[src/rtl/divider_if.sv]
// Handshake/data bundle between the EX stage and the iterative divider.
interface divider_if #(
    parameter int WIDTH = 32
);
    logic                 start;
    logic                 signed_div;
    logic [WIDTH-1:0]     opdata1;
    logic [WIDTH-1:0]     opdata2;
    logic                 annul;
    logic [2*WIDTH-1:0]   result;
    logic                 ready;
    logic                 busy;

    modport master (
        output start, signed_div, opdata1, opdata2, annul,
        input  result, ready, busy
    );

    modport slave (
        input  start, signed_div, opdata1, opdata2, annul,
        output result, ready, busy
    );
endinterface

[src/rtl/divider.sv]
// Iterative radix-2 restoring divider, one quotient bit per cycle.
// result = {remainder, quotient}; signed mode works on magnitudes and
// fixes the signs after the last iteration. A zero divisor skips the
// iterations and reports a zero result two cycles after start.
module divider #(
    parameter int WIDTH = 32
) (
    input  logic      clk,
    input  logic      rst,
    divider_if.slave  bus
);

    localparam int              CW        = $clog2(WIDTH) + 1;
    localparam logic [CW-1:0]   CNT_ZERO  = {CW{1'b0}};
    localparam logic [CW-1:0]   CNT_ONE   = CW'(1);
    localparam logic [CW-1:0]   CNT_LAST  = CW'(WIDTH - 1);

    typedef enum logic [1:0] {
        IDLE   = 2'd0,
        BYZERO = 2'd1,
        ON     = 2'd2,
        END    = 2'd3
    } state_t;

    state_t               state_r;
    logic [CW-1:0]        count_r;
    logic [WIDTH-1:0]     rem_r;
    logic [WIDTH-1:0]     quo_r;
    logic [WIDTH-1:0]     dvs_r;
    logic                 neg_q_r;
    logic                 neg_r_r;
    logic [2*WIDTH-1:0]   result_r;
    logic                 ready_r;

    logic [WIDTH-1:0]     abs_a_s;
    logic [WIDTH-1:0]     abs_b_s;
    logic [WIDTH:0]       shift_s;
    logic [WIDTH:0]       diff_s;
    logic [WIDTH-1:0]     rem_next_s;
    logic [WIDTH-1:0]     quo_next_s;
    logic [WIDTH-1:0]     quo_fix_s;
    logic [WIDTH-1:0]     rem_fix_s;

    // Operand magnitudes taken at start (signed mode only).
    always_comb begin
        if (bus.signed_div && bus.opdata1[WIDTH-1]) begin
            abs_a_s = {WIDTH{1'b0}} - bus.opdata1;
        end else begin
            abs_a_s = bus.opdata1;
        end
        if (bus.signed_div && bus.opdata2[WIDTH-1]) begin
            abs_b_s = {WIDTH{1'b0}} - bus.opdata2;
        end else begin
            abs_b_s = bus.opdata2;
        end
    end

    // One restoring step: shift in the next dividend bit, trial-subtract,
    // keep the difference when it did not go negative.
    always_comb begin
        shift_s = {rem_r, quo_r[WIDTH-1]};
        diff_s  = shift_s - {1'b0, dvs_r};
        if (diff_s[WIDTH] == 1'b0) begin
            rem_next_s = diff_s[WIDTH-1:0];
        end else begin
            rem_next_s = shift_s[WIDTH-1:0];
        end
        quo_next_s = {quo_r[WIDTH-2:0], ~diff_s[WIDTH]};
    end

    // Sign correction of the final step's outputs; most-negative / -1 wraps naturally.
    always_comb begin
        if (neg_q_r) begin
            quo_fix_s = {WIDTH{1'b0}} - quo_next_s;
        end else begin
            quo_fix_s = quo_next_s;
        end
        if (neg_r_r) begin
            rem_fix_s = {WIDTH{1'b0}} - rem_next_s;
        end else begin
            rem_fix_s = rem_next_s;
        end
    end

    // Control FSM with datapath registers; annul beats the final iteration.
    always_ff @(posedge clk or posedge rst) begin
        if (rst) begin
            state_r  <= IDLE;
            count_r  <= CNT_ZERO;
            rem_r    <= {WIDTH{1'b0}};
            quo_r    <= {WIDTH{1'b0}};
            dvs_r    <= {WIDTH{1'b0}};
            neg_q_r  <= 1'b0;
            neg_r_r  <= 1'b0;
            result_r <= {(2*WIDTH){1'b0}};
            ready_r  <= 1'b0;
        end else begin
            ready_r <= 1'b0;
            case (state_r)
                IDLE: begin
                    if (bus.start) begin
                        count_r <= CNT_ZERO;
                        if (bus.opdata2 == {WIDTH{1'b0}}) begin
                            state_r <= BYZERO;
                        end else begin
                            rem_r   <= {WIDTH{1'b0}};
                            quo_r   <= abs_a_s;
                            dvs_r   <= abs_b_s;
                            neg_q_r <= bus.signed_div & (bus.opdata1[WIDTH-1] ^ bus.opdata2[WIDTH-1]);
                            neg_r_r <= bus.signed_div & bus.opdata1[WIDTH-1];
                            state_r <= ON;
                        end
                    end else begin
                        state_r <= IDLE;
                    end
                end
                BYZERO: begin
                    // Two cycles here so the zero result is reported at start+2.
                    if (bus.annul) begin
                        state_r <= IDLE;
                    end else if (count_r == CNT_ZERO) begin
                        count_r <= CNT_ONE;
                    end else begin
                        result_r <= {(2*WIDTH){1'b0}};
                        ready_r  <= 1'b1;
                        state_r  <= END;
                    end
                end
                ON: begin
                    if (bus.annul) begin
                        state_r <= IDLE;
                    end else begin
                        rem_r   <= rem_next_s;
                        quo_r   <= quo_next_s;
                        count_r <= count_r + CNT_ONE;
                        if (count_r == CNT_LAST) begin
                            result_r <= {rem_fix_s, quo_fix_s};
                            ready_r  <= 1'b1;
                            state_r  <= END;
                        end else begin
                            state_r <= ON;
                        end
                    end
                end
                END: begin
                    state_r <= IDLE;
                end
                default: begin
                    state_r <= IDLE;
                end
            endcase
        end
    end

    assign bus.result = result_r;
    assign bus.ready  = ready_r;
    assign bus.busy   = !rst && ((state_r == ON) || (state_r == BYZERO) ||
                                 ((state_r == IDLE) && bus.start));

endmodule

[src/flat_wrapper.sv]
// flat-port wrapper written by rule: the top's interface ports become plain ports
module divider_flat 
#(
    parameter int WIDTH = 32
)
  (clk, rst, bus_start, bus_signed_div, bus_opdata1, bus_opdata2, bus_annul, bus_result, bus_ready, bus_busy);
  divider_if #(.WIDTH(WIDTH)) bus_i ();
  input  logic clk;
  input  logic rst;
  input wire logic [$bits(bus_i.start)-1:0] bus_start;
  input wire logic [$bits(bus_i.signed_div)-1:0] bus_signed_div;
  input wire logic [$bits(bus_i.opdata1)-1:0] bus_opdata1;
  input wire logic [$bits(bus_i.opdata2)-1:0] bus_opdata2;
  input wire logic [$bits(bus_i.annul)-1:0] bus_annul;
  output wire logic [$bits(bus_i.result)-1:0] bus_result;
  output wire logic [$bits(bus_i.ready)-1:0] bus_ready;
  output wire logic [$bits(bus_i.busy)-1:0] bus_busy;
  assign bus_i.start = bus_start;
  assign bus_i.signed_div = bus_signed_div;
  assign bus_i.opdata1 = bus_opdata1;
  assign bus_i.opdata2 = bus_opdata2;
  assign bus_i.annul = bus_annul;
  assign bus_result = bus_i.result;
  assign bus_ready = bus_i.ready;
  assign bus_busy = bus_i.busy;
  divider #(.WIDTH(WIDTH)) u_core (.clk(clk), .rst(rst), .bus(bus_i));
endmodule
[config.mk]
export PLATFORM = sky130hd
export DESIGN_NAME = divider_flat
export DESIGN_NICKNAME = d
export VERILOG_FILES = /design/src/rtl/divider_if.sv /design/src/rtl/divider.sv /design/src/flat_wrapper.sv
export SDC_FILE = /design/constraint.sdc
export NUM_CORES = 1
export LEC_CHECK = 0
export ABC_AREA = 0
export ABC_CLOCK_PERIOD_IN_PS = 7350
export BUFFER_PORTS_ARGS = -buffer_cell sky130_fd_sc_hd__clkbuf_2
export CORE_UTILIZATION = 55
export CTS_CLUSTER_DIAMETER = 120
export DETAILED_ROUTE_END_ITERATION = 10
export HOLD_SLACK_MARGIN = 0.08
export PLACE_DENSITY_LB_ADDON = 0.3
export SETUP_SLACK_MARGIN = 0.5
export SKIP_CTS_REPAIR_TIMING = 1
export SLEW_MARGIN = 5
export SYNTH_ARGS = -nofsm -noshare
export SYNTH_HDL_FRONTEND = slang
export SYNTH_SLANG_ARGS = --single-unit
[constraint.sdc]
create_clock -name clk -period 7.35 [get_ports clk]
set_input_delay 1.8375 -clock clk [delete_from_list [all_inputs] [get_ports clk]]
set_output_delay 1.8375 -clock clk [all_outputs]
set_load 0.05 [all_outputs]
==> impl_metrics.toml, run 1 <==
[timing]
tightestPinTransition_ps = 1240
slew-limit-headroom = 0.174
max_clock_freq_ghz = 0.174
slew_violations = 0
grt_setup_unrepaired = "false"
timing.setup.tns_ps = 0
finClkSkew_ps = 16.9
finalHoldViolations = 0
final.min_clock_period_ps = 5760
period_share = 0.783
timing.final.setup_violations = 0

[layout]
final-seq-area_um2 = 4280
layout.filler_cells = 1960
final_core_utilization = 0.628
design.final.nets = 1745
layout-drive-gt1-share = 0.124
fin_cells = 1925
post-route-cell-area_um2 = 13800
multiInputGateArea_um2 = 7480
layout-area-overhead-vs-synth_pct = 11.7
n_antenna_cell = 0

[global_route]
wire_length_of_the_first_global_routing_pass_mm = 55.4
grt_max_degree = 97
vias_in_the_first_global_route = 10600
track_usage = 0.311
antenna_violations_before_repair = 0
global_route.overflow_total = 0

[setup_path]
worst-r2r-cell-count = 19
startpoint_type = "flop"
r2r_start = "u_core.rem_r[23]"
slowest_delay_ps = 610
crit_path_cell_trace = "ha_1, and4_1, and2_1, a221o_1, or3_1, mux2i_4, nor2_4, inv_2, buf_4, nor2_1, a21oi_1, ha_1, or4b_2, nor4_1, nand4b_1, o31a_4, o41ai_2, xor2_1, o21ai_1"
crit_path_max_fanout = 52
critical_path_arrival_ps = 6080
crit_path_end_kind = "flop"
timing.critical_path.mode_cell = "sky130_fd_sc_hd__ha_1"
timing.critical_path.slowest_stage_cell = "sky130_fd_sc_hd__or4b_2"
critical_path.reg2reg.endpoint = "u_core.bus.result[62]"
reg2reg_setup_slack_ps = 1590
setup.worst_path.end = "u_core.bus.result[62]"
timing.critical_path.required_ps = 7670
crit_start = "u_core.rem_r[23]"
criticalPathCategory = "reg2reg"

[placement]
placement.io_buffers = 134
gp_congestion = 0.965
dp.final_hpwl_mm = 26.4
dpl.cell_count = 1893
placed_area_um2 = 13100

[flow_run]
timing.max_cap.violations = 0

[route]
detailedRoute.firstPassIterationCount = 6
drt_wl_total_mm = 35.1
detail_route.iter0.violations = 985
vias = 11800
wire_per_inst_um = 18.2
drc = 0
top_layer = "met4"
drt-vias-per-instance = 6.13
m1WireLength_mm = 16.2
route.met3.wl_mm = 2.43
postRouteAntennaNets = 0
met2_length_mm = 15.7

[yosys]
synth.yosys.seq_area_share = 0.348
synth_area_per_cell_um2 = 7.96
synth_largest_area_cell = "sky130_fd_sc_hd__dfrtp_1"
yosysWarnings = 0
synth_largest_type_area_fraction = 0.348
dominantRegCellSynth = "sky130_fd_sc_hd__dfrtp_1"
yosys-top-cells-area = "sky130_fd_sc_hd__dfrtp_1 35%, sky130_fd_sc_hd__nand2_1 6.8%, sky130_fd_sc_hd__o21ai_0 6.2%"
synth_edf_count = 0
post_synth_num_cell_types = 84
syn_nets = 1659
most_frequent_cells_after_synthesis = "224 x sky130_fd_sc_hd__nand2_1, 171 x sky130_fd_sc_hd__dfrtp_1, 152 x sky130_fd_sc_hd__o21ai_0, 147 x sky130_fd_sc_hd__a21oi_1, 124 x sky130_fd_sc_hd__nor2_1"
synthMostInstantiatedCell = "sky130_fd_sc_hd__nand2_1"
netlist_instances = 1546
synth-seq-cells = 171
netlist_area_um2 = 12300
synth_async_sr_flop_share = 1.00

[power_and_ir_drop]
power_density_nw_per_um2 = 255
power.leakage_nw = 6.19
worst_ir_drop_vdd_mv = 0.162

[clock_network]
path_clk_slew_ps = 80
cts_inserted_buffers = 17
cts_root_buf = "sky130_fd_sc_hd__clkbuf_16"
cts_tree = "yes"
clk-insertion-delay-late_ps = 450
cts.htree.levels = 4
clock_path_buffers = 2
sinks_on_clock_net = 171

[hold_path]
min_path_type = "reg2reg"
hp-start = "u_core.bus.result[3]"

[die]
placement_rows = 54
die_y_um = 152
start_util = 0.562
dieWidth_um = 152
pin_count = 135
die_area_um2 = 23000
coreArea_um2 = 21900

[outcome]
result_of_the_run = "finished, final reports clean"
-- routing by layer --
metal	vias to the layer above	GRT usage
met5	-	0
met4	0	0.0975
met3	54	0.0437
met2	442	0.483
met1	5622	0.447
li1	5680	-
-- metrics by stage --
stage	hold slack [ps]	setup WS, ps	power (W)
after detailed placement	465	1710	0.00255
after CTS	485	1710	0.00350
after global routing	513	1160	0.00369
final	478	1590	0.00350
after global placement	461	1800	0.00252
after floorplan	450	881	0.00219
-- critical path, delay by kind of cell (launching register included) --
family                     cells  cell delay, ps
DFF                            1             430
buffers and inverters          2             530
and+or+nand+nor                8            2230
AOI/OAI and AO/OA              5            1260
muxes                          1             290
xor gates and xnor gates       1             190
adders and majority gates      2             680
-- flip-flops by register name (all words and copies together), names as in the netlist --
register and cells:
u_core.bus.result 64, u_core.neg_q_r 1, u_core.quo_r 32, u_core.dvs_r 32
u_core.count_r 6, u_core.state_r 2, u_core.rem_r 32, u_core.neg_r_r 1
u_core.bus.ready 1
-- power by group --
part           internal [W]  switching [W]
logic              0.000392       0.000875
clock network      0.000472       0.000481
registers           0.00111       0.000179
total               0.00197        0.00153
-- cells in the final DEF, fill, tap and decap left out, drive strengths merged, types with 5 or more instances in the layout --
| cell type | instances |
|---|---|
| nor3 | 42 |
| dfrtp | 171 |
| o31ai | 31 |
| o21a | 9 |
| o21ai | 198 |
| a211oi | 6 |
| clkbuf | 151 |
| o41ai | 15 |
| a21o | 20 |
| ha | 43 |
| nor2 | 125 |
| and2 | 12 |
| nand2b | 14 |
| and3 | 12 |
| a31oi | 16 |
| nand2 | 224 |
| nand3 | 18 |
| nor4 | 18 |
| or3 | 23 |
| buf | 10 |
| a22o | 6 |
| xor2 | 75 |
| a21oi | 149 |
| o211ai | 14 |
| mux2i | 22 |
| nand4 | 8 |
| or4 | 13 |
| xnor2 | 57 |
| inv | 68 |
| and4 | 5 |
| clkinv | 11 |
-- how the worst min path moves through the flow --
stage | to | slack, ps | cells past startpoint
2_1_floorplan | u_core.dvs_r[1] | 450 | 2
3_3_place_gp | u_core.bus.result[3] | 460 | 1
3_5_place_dp | u_core.bus.result[3] | 470 | 1
4_1_cts | u_core.bus.result[3] | 480 | 1
5_1_grt | u_core.bus.result[7] | 510 | 2
6_report | u_core.bus.result[3] | 480 | 1
-- area by class of cell --
type | count | share of cell area
Multi-Input combinational cell | 1234 | 0.544
Sequential cell | 171 | 0.311
Timing Repair Buffer | 144 | 0.0551
Clock buffer | 17 | 0.0309
Tap cell | 280 | 0.0255
Inverter | 64 | 0.0178
Clock inverter | 15 | 0.0154
-- cells by family after synthesis --
| group | count (synthesis) | synth area share |
|---|---|---|
| buf+inv | 141 | 0.0451 |
| flops | 171 | 0.348 |
| fa+ha+maj | 44 | 0.0453 |
| simple gates | 534 | 0.201 |
| compound gates | 501 | 0.247 |
| xor+xnor | 132 | 0.0939 |
| mux | 23 | 0.0198 |
Power figures use the tool's default switching activity.
==> run 2, diff against run 1 <==
ABC_CLOCK_PERIOD_IN_PS = 5500   (was 7350)
clock period = 5.5 ns   (was 7.35 ns; I/O delays follow)
==> run 2 against run 1 <==
  * Sequential share of layout area down 0.31 points
  * Clock-buffer cell count did not move
  * Non-clock buffer count is 10 higher
  * Routed wire length shrank 0.92%
  * Sequential power rose by 34%
  * Critical path depth stayed put
  * Critical path type unchanged
==> impl_metrics.toml, run 2 (same netlist as run 1, synthesis figures left out) <==
[outcome]
result_of_the_run = "finished, final reports clean"

[setup_path]
worst-r2r-cell-count = 19
critical_path_arrival_ps = 5140
timing.critical_path.required_ps = 5840
crit_path_max_fanout = 6
crit_path_end_kind = "flop"
startpoint_type = "flop"
criticalPathCategory = "reg2reg"

[layout]
mostFrequentLayoutCell = "sky130_fd_sc_hd__nand2_1"
multiInputGateArea_um2 = 7570
layout-drive-gt1-share = 0.141
fin_cells = 1935
layout-area-overhead-vs-synth_pct = 12.9
n_antenna_cell = 0
final-seq-area_um2 = 4280
layout.filler_cells = 1982
layout.cells.most_common_list = "223 x sky130_fd_sc_hd__nand2_1, 170 x sky130_fd_sc_hd__dfrtp_1, 152 x sky130_fd_sc_hd__o21ai_0, 145 x sky130_fd_sc_hd__a21oi_1, 134 x sky130_fd_sc_hd__clkbuf_2"
design.final.nets = 1755
largest_reg_flops = 64

[placement]
placement.io_buffers = 134
dpl.cell_count = 1899
dp.final_hpwl_mm = 25.9
gp_congestion = 0.954

[die]
die_y_um = 152
die_area_um2 = 23000
coreArea_um2 = 21900
dieWidth_um = 152
pin_count = 135
placement_rows = 54
start_util = 0.562

[power_and_ir_drop]
p_comb_frac = 0.368
intPower_w = 0.00263
switchingPower_w = 0.00203
worst_ir_drop_vdd_mv = 0.260
power.share.sequential = 0.370
power.leakage_nw = 6.21
power_density_nw_per_um2 = 336
power.clock.fraction = 0.262
sw_frac_of_total = 0.435

[hold_path]
min_path_type = "reg2reg"
whs_path_depth = 1

[global_route]
grt_max_degree = 172
track_usage = 0.309
antenna_violations_before_repair = 0
global_route.overflow_total = 0
wire_length_of_the_first_global_routing_pass_mm = 55.3
vias_in_the_first_global_route = 10500

[route]
drc = 0
postRouteAntennaNets = 0
drt_wl_total_mm = 34.8
drt-vias-per-instance = 6.07
detailedRoute.firstPassIterationCount = 5
detail_route.iter0.violations = 920
vias = 11700
wire_per_inst_um = 18.0

[timing]
slew_violations = 0
max_clock_freq_ghz = 0.209
timing.setup.tns_ps = 0
timing.final.setup_violations = 0
grt_setup_unrepaired = "false"
slew-limit-headroom = 0.203
period_share = 0.872
hold_ws_ps = 479
final.min_clock_period_ps = 4790
finalHoldViolations = 0
tightestPinTransition_ps = 1200
finClkSkew_ps = 12.1

[clock_network]
cts_tree = "yes"
cts.htree.levels = 4
cts_root_buf = "sky130_fd_sc_hd__clkbuf_16"
path_clk_slew_ps = 80
cts_inserted_buffers = 17
clock_path_buffers = 2
sinks_on_clock_net = 171
clk-insertion-delay-late_ps = 440

[flow_run]
timing.max_cap.violations = 0
## run 2: layer usage
layer	GRT usage	vias to the layer above	wire, um
met5	0	-	0
met4	0.0847	0	766
met3	0.0545	64	2560
met2	0.467	420	15400
met1	0.453	5558	16100
li1	-	5697	-
## run 2: metrics by stage
step,area [um2],util,setup WS [ps],power [W]
2_1_floorplan,12300,-,510,0.00294
3_3_place_gp,13200,0.602,618,0.00339
3_5_place_dp,13200,0.602,398,0.00342
4_1_cts,13800,0.630,377,0.00463
5_1_grt,13900,0.635,500,0.00492
6_report,13900,0.635,706,0.00466
## run 2: final cells by class
cell class,instances,area share
clock buffer,17,0.0306
clock inverter,15,0.0127
inverter,64,0.0177
multi-input combinational,1234,0.545
sequential,171,0.308
tap,280,0.0252
timing repair buffer,154,0.0609
## run 2: path summary, 6_finish.rpt
kind                                 startpoint                    end  slack [ps]
max                            u_core.quo_r[31]  u_core.bus.result[58]         710
min                        u_core.bus.result[3]   u_core.bus.result[3]         480
max reg2reg                    u_core.quo_r[31]  u_core.bus.result[58]         710
min reg2reg                u_core.bus.result[3]   u_core.bus.result[3]         480
max in group asynchronous                   rst  u_core.bus.result[44]        3590
min in group asynchronous                   rst       u_core.dvs_r[29]        1220
## run 2: worst max-delay path: stages (launching register included)
cell and delay (ps):
sky130_fd_sc_hd__dfrtp_1 410, sky130_fd_sc_hd__inv_1 120, sky130_fd_sc_hd__ha_1 180, sky130_fd_sc_hd__inv_1 60, sky130_fd_sc_hd__fa_2 370, sky130_fd_sc_hd__a211oi_2 260, sky130_fd_sc_hd__o211ai_1 200, sky130_fd_sc_hd__nand3_2 180
sky130_fd_sc_hd__a21boi_4 80, sky130_fd_sc_hd__mux2i_4 210, sky130_fd_sc_hd__nor2_4 190, sky130_fd_sc_hd__mux2i_4 290, sky130_fd_sc_hd__ha_2 240, sky130_fd_sc_hd__or4b_2 610, sky130_fd_sc_hd__nor4_2 270, sky130_fd_sc_hd__nand4b_1 180
sky130_fd_sc_hd__o31a_4 200, sky130_fd_sc_hd__o41ai_4 340, sky130_fd_sc_hd__xnor2_1 110, sky130_fd_sc_hd__o31ai_2 180
## run 2: power groups by stage
stage	registers (W)	clock network, W	logic, W
after floorplan	0.00198	0	0.000957
after global placement	0.00173	0	0.00166
after detailed placement	0.00174	0	0.00168
after CTS	0.00171	0.00123	0.00169
after global routing	0.00175	0.00129	0.00188
final	0.00172	0.00122	0.00172
==> run 3, diff against run 2 <==
ABC_AREA = default   (was 0)
CORE_ASPECT_RATIO = 0.7   (was default)
CORE_UTILIZATION = 60   (was 55)
==> run 3 against run 2 <==
  * Register-to-register slack got worse by 70 ps
  * Final cell count shrank 0.21%
  * Combinational power is essentially flat
  * First-iteration DRC count is 69% higher
  * Sequential cell count stayed put
  * Clock skew increased by 3.9 ps
  * Largest cell class unchanged
==> impl_metrics.toml, run 3 (same netlist as run 1, synthesis figures left out) <==
[die]
coreArea_um2 = 20000
dieWidth_um = 173
die_y_um = 122
placement_rows = 43
die_area_um2 = 21100
start_util = 0.617
pin_count = 135

[power_and_ir_drop]
worst_ir_drop_vdd_mv = 0.208
power_density_nw_per_um2 = 341
power.leakage_nw = 6.27

[clock_network]
cts_root_buf = "sky130_fd_sc_hd__clkbuf_16"
path_clk_slew_ps = 80
sinks_on_clock_net = 171
cts_tree = "yes"
cts_inserted_buffers = 17
clock_path_buffers = 2
cts.htree.levels = 4
clk-insertion-delay-late_ps = 450

[layout]
final_core_utilization = 0.701
largest_reg_flops = 64
layout-drive-gt1-share = 0.144
final-seq-area_um2 = 4280
design.final.nets = 1761
layout.filler_cells = 1637
multiInputGateArea_um2 = 7590
layout-area-overhead-vs-synth_pct = 13.7
mostFrequentLayoutCell = "sky130_fd_sc_hd__nand2_1"
n_antenna_cell = 0
layout.cells.most_common_list = "223 x sky130_fd_sc_hd__nand2_1, 171 x sky130_fd_sc_hd__dfrtp_1, 152 x sky130_fd_sc_hd__o21ai_0, 146 x sky130_fd_sc_hd__a21oi_1, 134 x sky130_fd_sc_hd__clkbuf_2"

[placement]
placement.io_buffers = 134
gp_congestion = 0.971
place_worst_setup_slack_ps = 323
dp.final_hpwl_mm = 27.3

[setup_path]
slowest_delay_ps = 500
startpoint_type = "flop"
critical_path_arrival_ps = 5210
timing.critical_path.slowest_stage_cell = "sky130_fd_sc_hd__or4b_4"
crit_path_cell_trace = "ha_1, a21oi_1, o211ai_1, nand3_2, a21boi_4, mux2i_4, nor2_4, mux2i_2, ha_2, or4b_4, nor4_4, nand4b_1, o31a_4, o41ai_4, xnor2_1, o31ai_2"
timing.critical_path.required_ps = 5850
crit_path_max_fanout = 6
crit_path_end_kind = "flop"
criticalPathCategory = "reg2reg"
worst_path_buffer_plus_inverter_count = 0
cpLargestDelayFamily = "compound AO/OA/AOI/OAI gates"

[global_route]
track_usage = 0.353
wire_length_of_the_first_global_routing_pass_mm = 58.0
grt_max_degree = 172
vias_in_the_first_global_route = 10700
antenna_violations_before_repair = 0
global_route.overflow_total = 0

[timing]
slew_violations = 0
tightestPinTransition_ps = 1070
max_clock_freq_ghz = 0.206
finClkSkew_ps = 16.0
hold_ws_ps = 485
period_share = 0.884
timing.final.setup_violations = 0
finalHoldViolations = 0
timing.setup.tns_ps = 0
layout_setup_ws_ps = 638
grt_setup_unrepaired = "true"
slew-limit-headroom = 0.287
final.min_clock_period_ps = 4860

[flow_run]
timing.max_cap.violations = 0

[route]
detailedRoute.firstPassIterationCount = 6
vias = 12100
wire_per_inst_um = 19.1
postRouteAntennaNets = 0
drt_wl_total_mm = 36.9
drc = 0
drt-vias-per-instance = 6.27
detail_route.iter0.violations = 1554

[hold_path]
min_path_type = "reg2reg"

[outcome]
result_of_the_run = "finished, final reports clean"
-- run 3: cell types whose count changed in the layout (fill, tap and decap cells not counted), moves of 2 or more --
cell / previous run / this run
sky130_fd_sc_hd__inv_12: 0 / 3
sky130_fd_sc_hd__clkinv_8: 5 / 7
sky130_fd_sc_hd__clkinvlp_4: 3 / 1
sky130_fd_sc_hd__buf_4: 18 / 23
sky130_fd_sc_hd__inv_8: 4 / 1
-- run 3: power breakdown --
group	internal, W	switching, W
registers	0.00148	0.000259
clock network	0.000631	0.000647
logic	0.000558	0.00120
total	0.00267	0.00210
-- run 3: worst reg2reg max path, delay by kind of cell, from the launching register on --
family / cells / cell delay [ps]
AO/OA/AOI/OAI: 6 / 1600
XOR/XNOR: 1 / 120
adder cells (fa/ha/maj): 2 / 660
flip-flops: 1 / 480
multiplexers: 2 / 520
AND/OR/NAND/NOR: 5 / 1390
-- run 3: final timing paths --
check,start,end,slack (ps),cells after the start
worst max register to register,u_core.rem_r[6],u_core.bus.result[58],640,16
min in group asynchronous,rst,u_core.state_r[0],1100,3
worst min-delay path,u_core.bus.result[23],u_core.bus.result[23],480,2
worst max-delay path,u_core.rem_r[6],u_core.bus.result[58],640,16
max in group asynchronous,rst,u_core.rem_r[28],3580,3
worst min register to register,u_core.bus.result[23],u_core.bus.result[23],480,2
-- run 3: final cells by class --
type                    count  area share
multi-input cells        1234       0.542
inverters                  64      0.0176
repair buffers            160      0.0646
clock inverters            15      0.0149
clock buffers              17      0.0304
flip-flops and latches    171       0.306
well taps                 270      0.0241
-- run 3: through the flow --
stage,power (W),cell area [um2],cells
CTS,0.00470,13800,1924
floorplan,0.00294,12300,1546
global placement,0.00338,13200,1892
global route,0.00500,14000,1931
finish,0.00477,14000,1931
detailed placement,0.00343,13200,1892
-- run 3: routing by layer --
layer / vias up / share of wire / global-route usage
li1: 5706 / - / -
met1: 5771 / 0.48 / 0.546
met2: 582 / 0.39 / 0.473
met3: 40 / 0.11 / 0.112
met4: 0 / 0.013 / 0.0730
met5: - / 0 / 0
